--- src/rtl/midi_tx.sv ---
`default_nettype none
// ============================================================================
// Module      : midi_tx
// Description : MIDI 1.0 serial transmitter. Accepts note-on/note-off events
//               over a valid/ready handshake, builds 3-byte channel voice
//               messages (optionally using running status) and shifts them out
//               as UART 8N1 frames.
// Ports       : clk          system clock
//               rst_n        synchronous reset, active low
//               ev_valid     event request
//               ev_ready     high when an event can be accepted (state IDLE)
//               ev_note_on   1 = note-on (0x9n), 0 = note-off (0x8n)
//               ev_channel   MIDI channel 0..15
//               ev_note      note number (data byte 1)
//               ev_velocity  velocity (data byte 2)
//               midi_out     serial line, idle high
//               busy         high while a message is being shifted
// Revision    : 1.0  initial release
// ============================================================================
module midi_tx #(
    parameter int CLKSPEED       = 48_000_000,
    parameter int BAUD           = 31_250,
    parameter bit RUNNING_STATUS = 1'b1
) (
    input  logic       clk,
    input  logic       rst_n,
    input  logic       ev_valid,
    output logic       ev_ready,
    input  logic       ev_note_on,
    input  logic [3:0] ev_channel,
    input  logic [6:0] ev_note,
    input  logic [6:0] ev_velocity,
    output logic       midi_out,
    output logic       busy
);

    localparam int c_BIT_CLKS = CLKSPEED / BAUD;
    localparam int c_TIMER_W  = (c_BIT_CLKS > 2) ? $clog2(c_BIT_CLKS) : 1;
    localparam logic [c_TIMER_W-1:0] c_TIMER_RELOAD = c_TIMER_W'(c_BIT_CLKS - 1);

    generate
        if (c_BIT_CLKS < 2) begin : g_bit_clks_check
            $error("midi_tx: CLKSPEED/BAUD must be at least 2");
        end
    endgenerate

    typedef enum logic [1:0] {
        ST_IDLE  = 2'd0,
        ST_START = 2'd1,
        ST_DATA  = 2'd2,
        ST_STOP  = 2'd3
    } state_t;

    state_t                 r_state,       w_state;
    logic [c_TIMER_W-1:0]   r_timer,       w_timer;
    logic [2:0]             r_bit_idx,     w_bit_idx;
    logic [1:0]             r_byte_idx,    w_byte_idx;   // byte being sent: 0 status, 1 note, 2 velocity
    logic [1:0][7:0]        r_data,        w_data;       // [0] note byte, [1] velocity byte
    logic [7:0]             r_shift,       w_shift;
    logic [7:0]             r_cache,       w_cache;
    logic                   r_cache_valid, w_cache_valid;
    logic                   r_out,         w_out;
    logic                   r_busy,        w_busy;

    logic [7:0]             w_status;
    logic                   w_rs_hit;
    logic                   w_timer_done;

    always_ff @(posedge clk) begin
        if (!rst_n) begin
            r_state       <= ST_IDLE;
            r_timer       <= '0;
            r_bit_idx     <= '0;
            r_byte_idx    <= '0;
            r_data        <= '0;
            r_shift       <= '0;
            r_cache       <= '0;
            r_cache_valid <= 1'b0;
            r_out         <= 1'b1;
            r_busy        <= 1'b0;
        end else begin
            r_state       <= w_state;
            r_timer       <= w_timer;
            r_bit_idx     <= w_bit_idx;
            r_byte_idx    <= w_byte_idx;
            r_data        <= w_data;
            r_shift       <= w_shift;
            r_cache       <= w_cache;
            r_cache_valid <= w_cache_valid;
            r_out         <= w_out;
            r_busy        <= w_busy;
        end
    end

    always_comb begin
        w_state       = r_state;
        w_timer       = r_timer;
        w_bit_idx     = r_bit_idx;
        w_byte_idx    = r_byte_idx;
        w_data        = r_data;
        w_shift       = r_shift;
        w_cache       = r_cache;
        w_cache_valid = r_cache_valid;
        w_out         = r_out;
        w_busy        = r_busy;

        w_status     = {1'b1, (ev_note_on ? 3'b001 : 3'b000), ev_channel};
        w_rs_hit     = RUNNING_STATUS && r_cache_valid && (w_status == r_cache);
        w_timer_done = (r_timer == '0);

        // The timer counts down once per clock and stops at zero; every bit
        // transition below reloads it so each level lasts exactly c_BIT_CLKS.
        if (r_state != ST_IDLE && !w_timer_done) begin
            w_timer = r_timer - 1'b1;
        end

        case (r_state)
            ST_IDLE: begin
                if (ev_valid) begin
                    w_data    = {{1'b0, ev_velocity}, {1'b0, ev_note}};
                    w_bit_idx = '0;
                    w_timer   = c_TIMER_RELOAD;
                    w_state   = ST_START;
                    w_out     = 1'b0;
                    w_busy    = 1'b1;
                    if (w_rs_hit) begin
                        // Status already on the wire: start with the note byte.
                        w_byte_idx = 2'd1;
                        w_shift    = {1'b0, ev_note};
                    end else begin
                        w_byte_idx    = 2'd0;
                        w_shift       = w_status;
                        w_cache       = w_status;
                        w_cache_valid = 1'b1;
                    end
                end
            end

            ST_START: begin
                if (w_timer_done) begin
                    w_state   = ST_DATA;
                    w_timer   = c_TIMER_RELOAD;
                    w_bit_idx = '0;
                    w_out     = r_shift[0];
                end
            end

            ST_DATA: begin
                if (w_timer_done) begin
                    w_timer = c_TIMER_RELOAD;
                    if (r_bit_idx == 3'd7) begin
                        w_state = ST_STOP;
                        w_out   = 1'b1;
                    end else begin
                        // LSB-first: the register shifts right, bit 1 is next.
                        w_bit_idx = r_bit_idx + 3'd1;
                        w_shift   = {1'b0, r_shift[7:1]};
                        w_out     = r_shift[1];
                    end
                end
            end

            ST_STOP: begin
                if (w_timer_done) begin
                    if (r_byte_idx != 2'd2) begin
                        // Next byte starts immediately: no idle gap inside a message.
                        w_shift    = r_data[r_byte_idx[0]];
                        w_byte_idx = r_byte_idx + 2'd1;
                        w_state    = ST_START;
                        w_timer    = c_TIMER_RELOAD;
                        w_out      = 1'b0;
                    end else begin
                        w_state = ST_IDLE;
                        w_busy  = 1'b0;
                    end
                end
            end

            default: begin
                w_state = ST_IDLE;
                w_out   = 1'b1;
                w_busy  = 1'b0;
            end
        endcase
    end

    assign ev_ready = (r_state == ST_IDLE);
    assign midi_out = r_out;
    assign busy     = r_busy;

endmodule
`default_nettype wire
--- config.mk ---
export PLATFORM = sky130hd
export DESIGN_NAME = midi_tx
export DESIGN_NICKNAME = d
export VERILOG_FILES = /design/src/rtl/midi_tx.sv
export SDC_FILE = /design/constraint.sdc
export NUM_CORES = 1
export LEC_CHECK = 0
export CAP_MARGIN = 20
export CORE_MARGIN = 2
export CORE_UTILIZATION = 40
export DETAILED_ROUTE_END_ITERATION = 8
export PLACE_DENSITY = 0.72
export SLEW_MARGIN = 20
export SYNTH_ARGS = -nofsm -noshare
export SYNTH_HDL_FRONTEND = slang
export SYNTH_SLANG_ARGS = --single-unit
--- constraint.sdc ---
create_clock -name clk -period 2.35 [get_ports clk]
set_clock_uncertainty 0.15 [all_clocks]
set_input_delay 0.3525 -clock clk [delete_from_list [all_inputs] [get_ports clk]]
set_output_delay 0.3525 -clock clk [all_outputs]
set_load 0.02 [all_outputs]
=== Word-level counts from Yosys, hierarchy flattened ===
Cells that the tools add are included.

* Bits in registers: 51
* Output and inout bits: 3

* Add/subtract/negate cells: 3
* $lt $le $gt $ge: 1
* Eq/ne operators: 14
* Mux-type cells: 44
* Bitwise gates (word level): 1
* Reduce and logical (&&, ||, !) cells: 18

{| class="wikitable"
|+ Operator list
! operator !! count
|-
| $mux 8 || 7
|-
| $mux 11 || 5
|-
| $pmux 11 s3 || 1
|-
| $pmux 8 s3 || 1
|-
| $ne 2x2->1 const B || 9
|-
| $mux 2 || 8
|-
| $reduce_and 5->1 || 3
|-
| $mux 1 || 12
|-
| $mux 3 || 4
|-
| $logic_not 11->1 || 1
|-
| $sub 11x1->11 const B || 1
|-
| $pmux 3 s3 || 1
|-
| $eq 8x8->1 || 1
|-
| $pmux 2 s4 || 1
|-
| $reduce_and 4->1 || 2
|-
| $mux 7 || 1
|-
| $reduce_and 6->1 || 1
|-
| $reduce_bool 3->1 || 2
|-
| $eq 2x2->1 const B || 2
|-
| $pmux 1 s4 || 1
|-
| $pmux 2 s2 || 1
|-
| $reduce_bool 2->1 || 2
|-
| $add 3x1->3 const B || 1
|-
| $eq 3x3->1 const B || 1
|-
| 11 further kinds || 12
|}

=== Depth between registers and ports, before layout ===
* Depth after elaboration: 7
* Mapped depth: 8

=== Worst setup path before layout ===
No wires, ideal clock.

* Path type: register -> register
* From: reg r_timer[3]
* To: reg r_shift[7]
* Setup time: 71 ps
* Arrival: 2,090 ps
* Data required time: 2,129 ps
* Setup slack: 39 ps
* Stages on the path, launching flop included: 8
* Buffers on the path: 2
* Clock period less this slack: 2,311 ps
* Cells stage by stage: dfxtp_1 -> or4_1 -> buf_2 -> o41a_1 -> nor4_4 -> buf_6 -> nand3b_1 -> a21oi_1

* Longest elaborated chain between the ends: 3
* Elaborated cells between the ends (all ways): 4
* Classes of those cells: eq/ne: 2; reduce/logical: 2

{| class="wikitable"
|+ Ends and longest elaborated chain
! element !! line !! source
|-
| start: declaration || 55 || <nowiki>logic [c_TIMER_W-1:0] r_timer, w_timer;</nowiki>
|-
| start signal: assignment || 83 || <nowiki>r_timer <= w_timer;</nowiki>
|-
| $logic_not 11->1 (*) || 109 || <nowiki>w_timer_done = (r_timer == '0);</nowiki>
|-
| $ne 2x2->1 (no source line) || n/a ||
|-
| $reduce_and 6->1 (no source line) (*) || n/a ||
|-
| end signal: assignment || 87 || <nowiki>r_shift <= w_shift;</nowiki>
|-
| end: declaration || 59 || <nowiki>logic [7:0] r_shift, w_shift;</nowiki>
|}

Mark *: on every way between the ends. The rest lies on a longest branch, timed or not.
A chain may end at the register's enable or synchronous reset.

=== Worst setup path in the final report ===
* From: reg r_timer[2]
* To: reg r_shift[6]

Same word-level chain as after synthesis.

==> run_results.csv <==
group,metric,value,unit
run_status,status,"complete, no violations",
critical_path,worstPathArrival,2.31,ns
timing,finalSetupTns,0,ns
min_path,holdPathStages,2,
clock_tree,cts_buffers,5,
placed_design,post_dp_cell_area,0.002988,mm2
timing,rsz0062_at_grt,"true",
logic_synthesis,synthArstFlopShare,0,%
pwr,p_leak,1.197,nW
logic_synthesis,synth-warning-count,0,
cells_and_area,mostFrequentLayoutCells,"nand2_1, dfxtp_1, a21oi_1, buf_4, clkdlybuf4s50_1",
die,dieWidth,83.29,um
critical_path,worstPathMaxFanout,8,
min_path,holdCritPathClass,"reg2reg",
cells_and_area,final_common_cell,"nand2_1",
pwr,irDropWorstVdd,532.4,uV
clock_tree,htree_levels,2,
clock_tree,clock-root-buffer,"clkbuf_8",
timing,fin_hold_ws,0.3064,ns
routing,wl,6.011,mm
cells_and_area,nNetsFinal,377,
critical_path,cp_slowest_stage_delay,0.54,ns
clock_tree,cts_hold_buf,0,
die,chipHeight,83.29,um
pwr,power.density,1211,mW/mm2
grt,grt_max_degree,27,
routing,detail-route-antenna-nets,0,
critical_path,path_class,"reg2reg",
placed_design,dpl.hpwl,4.279,mm
logic_synthesis,yosys-top-cells-area,"dfxtp_1, nand2_1, mux2_2",
clock_tree,clk_pin_slew,0.09,ns
critical_path,worst_path_max_delay_cell,"or4_4",
routing,remaining_drc_errors,0,
logic_synthesis,yosys.area.top_type,"dfxtp_1",
die,core-area,0.005991,mm2
logic_synthesis,synthCells,305,
logic_synthesis,syn_nets,336,
timing,min_period,2.240,ns
cells_and_area,antennaDiodeCount,0,
routing,vias,2303,
clock_tree,cts_tree,"built",
routing,routed_via_density,5.457,
critical_path,cp-start-kind,"flip-flop",
run,cap_violations,0,
placed_design,gp_congestion,0.9167,
logic_synthesis,synth_area,0.002515,mm2
timing,max_freq,446.4,MHz
clock_tree,insertion_delay,0.31,ns
clock_tree,clock-sinks,48,
cells_and_area,area_growth,24.03,%
critical_path,critical_path.cell_chain,"or4_4 > o41a_1 > nor4_4 > buf_4 > nor2_1 > a211oi_1",
timing,final-setup-viol-count,0,
timing,maxSlewHeadroom,72.09,%
routing,drt-initial-drc-count,157,
clock_tree,clock_path_buffers,2,
critical_path,critPathCaptureType,"flip-flop",
die,rows,28,
grt,grt_usage,18.31,%
timing,drv_slew,0,
logic_synthesis,synth.distinct_cells,40,
logic_synthesis,synth_top_cell_area_share,38.21,%
critical_path,crit_required,2.42,ns
grt,grt_pass1_vias,2168,
die,dieArea,0.006937,mm2
logic_synthesis,synth_edf_count,0,
die,num_io_pins,25,
grt,grt_pass1_wl,10.54,mm
die,start_util,41.98,%
timing,worst_slew_pin_slew,0.4177,ns
grt,grt-ovfl-total,0,
timing,finalHoldViolCount,0,
routing,dr.pass1.iters,4,
grt,antenna_found_initial,0,
logic_synthesis,ys_ff_latch,48,
cells_and_area,post-route-cell-area,0.003119,mm2
timing,period_share,95.32,%
cells_and_area,drive_above_1_share,15.85,%
critical_path,r2r_cells,6,
logic_synthesis,ys_seq_area_share,38.21,%
logic_synthesis,syn-mean-instance-area,8.246,um2
placed_design,portBuffers,24,
logic_synthesis,synth_top_flop_cell,"dfxtp_1",
routing,routedWlPerCell,14.24,um
==> area by class of cell <==
type,instances,area [um2]
clock inverter,2,35.03
fill,589,2872
sequential,48,962.2
timing repair buffer,50,450.4
multi-input combinational,235,1483
tap,75,93.84
clock buffer,6,72.57
inverter,6,22.52
==> worst paths after layout <==
kind | endpoint | start | slack (ns)
max | r_shift[6] | r_timer[2] | 0.11
min | r_data[8] | r_data[8] | 0.31
max reg2reg | r_shift[6] | r_timer[2] | 0.11
min reg2reg | r_data[8] | r_data[8] | 0.31
==> timing repair <==
| action | 4_1_cts | 5_1_grt |
|---|---|---|
| setup buffers | 0 | 0 |
| endpoints found under the setup margin | 0 | 15 |
| resized for setup | 0 | 10 |
==> state kept, by name, indices dropped and copies added (netlist names) <==
name,count
r_data,14
r_timer,11
r_shift,8
r_cache,5
r_bit_idx,3
r_byte_idx,2
r_state,2
busy,1
midi_out,1
r_cache_valid,1
==> synthesized netlist by cell type, types with 3 or more instances <==
| cell | n |
|---|---|
| a211oi_1 | 8 |
| nor2b_1 | 5 |
| xnor2_1 | 8 |
| inv_1 | 6 |
| nand2_1 | 58 |
| a21oi_1 | 25 |
| and2_1 | 4 |
| o31a_1 | 3 |
| clkbuf_1 | 13 |
| a22oi_1 | 5 |
| o21ai_0 | 16 |
| ha_1 | 9 |
| nor4_1 | 4 |
| a31oi_1 | 8 |
| dfxtp_1 | 48 |
| mux2_2 | 13 |
| nand2b_1 | 9 |
| xor2_1 | 5 |
| a22o_1 | 4 |
| or4_1 | 3 |
| nand3_1 | 4 |
| nor2_1 | 15 |
| nor3_1 | 7 |
==> cells by family after synthesis <==
logic type                 after synthesis  share of synthesized area, %
xor gates and xnor gates                13                         4.527
DFF                                     48                         38.21
AOI/OAI and AO/OA                       79                         19.80
muxes                                   15                         6.617
and+or+nand+nor                        119                         22.74
adders and majority gates                9                         4.478
buffers and inverters                   22                         3.632
==> metrics by stage <==
step	std cells	util, %	setup WS, ns	power, mW
after floorplan	305	-	0.03931	2.506
after global routing	422	52.07	0.009448	4.098
after global placement	414	49.87	0.09729	3.086
final	422	52.07	0.1099	3.778
after detailed placement	414	49.87	0.07287	3.125
after CTS	422	51.67	0.02381	3.739
==> routing by layer <==
layer	GRT usage, %	wire length, um	share of wire [%]
met5	0	0	0
met2	29.11	2828	47
met3	4.374	344	5.7
met1	24.89	2777	46
met4	4.769	60	1.0
==> critical path: cells and delay by family (launching register included) <==
kind | cells | cell delay, ns
AO/OA/AOI/OAI | 2 | 0.64
buffers and inverters | 1 | 0.20
flip-flops | 1 | 0.33
AND/OR/NAND/NOR | 3 | 0.84
==> power by group <==
part	internal, mW	switching (mW)	leakage [nW]
sequential	1.05	0.162	0.396
clock	0.316	0.283	0.0552
combinational	0.911	1.06	0.746
Note: power is estimated with default switching activity, not from simulation.
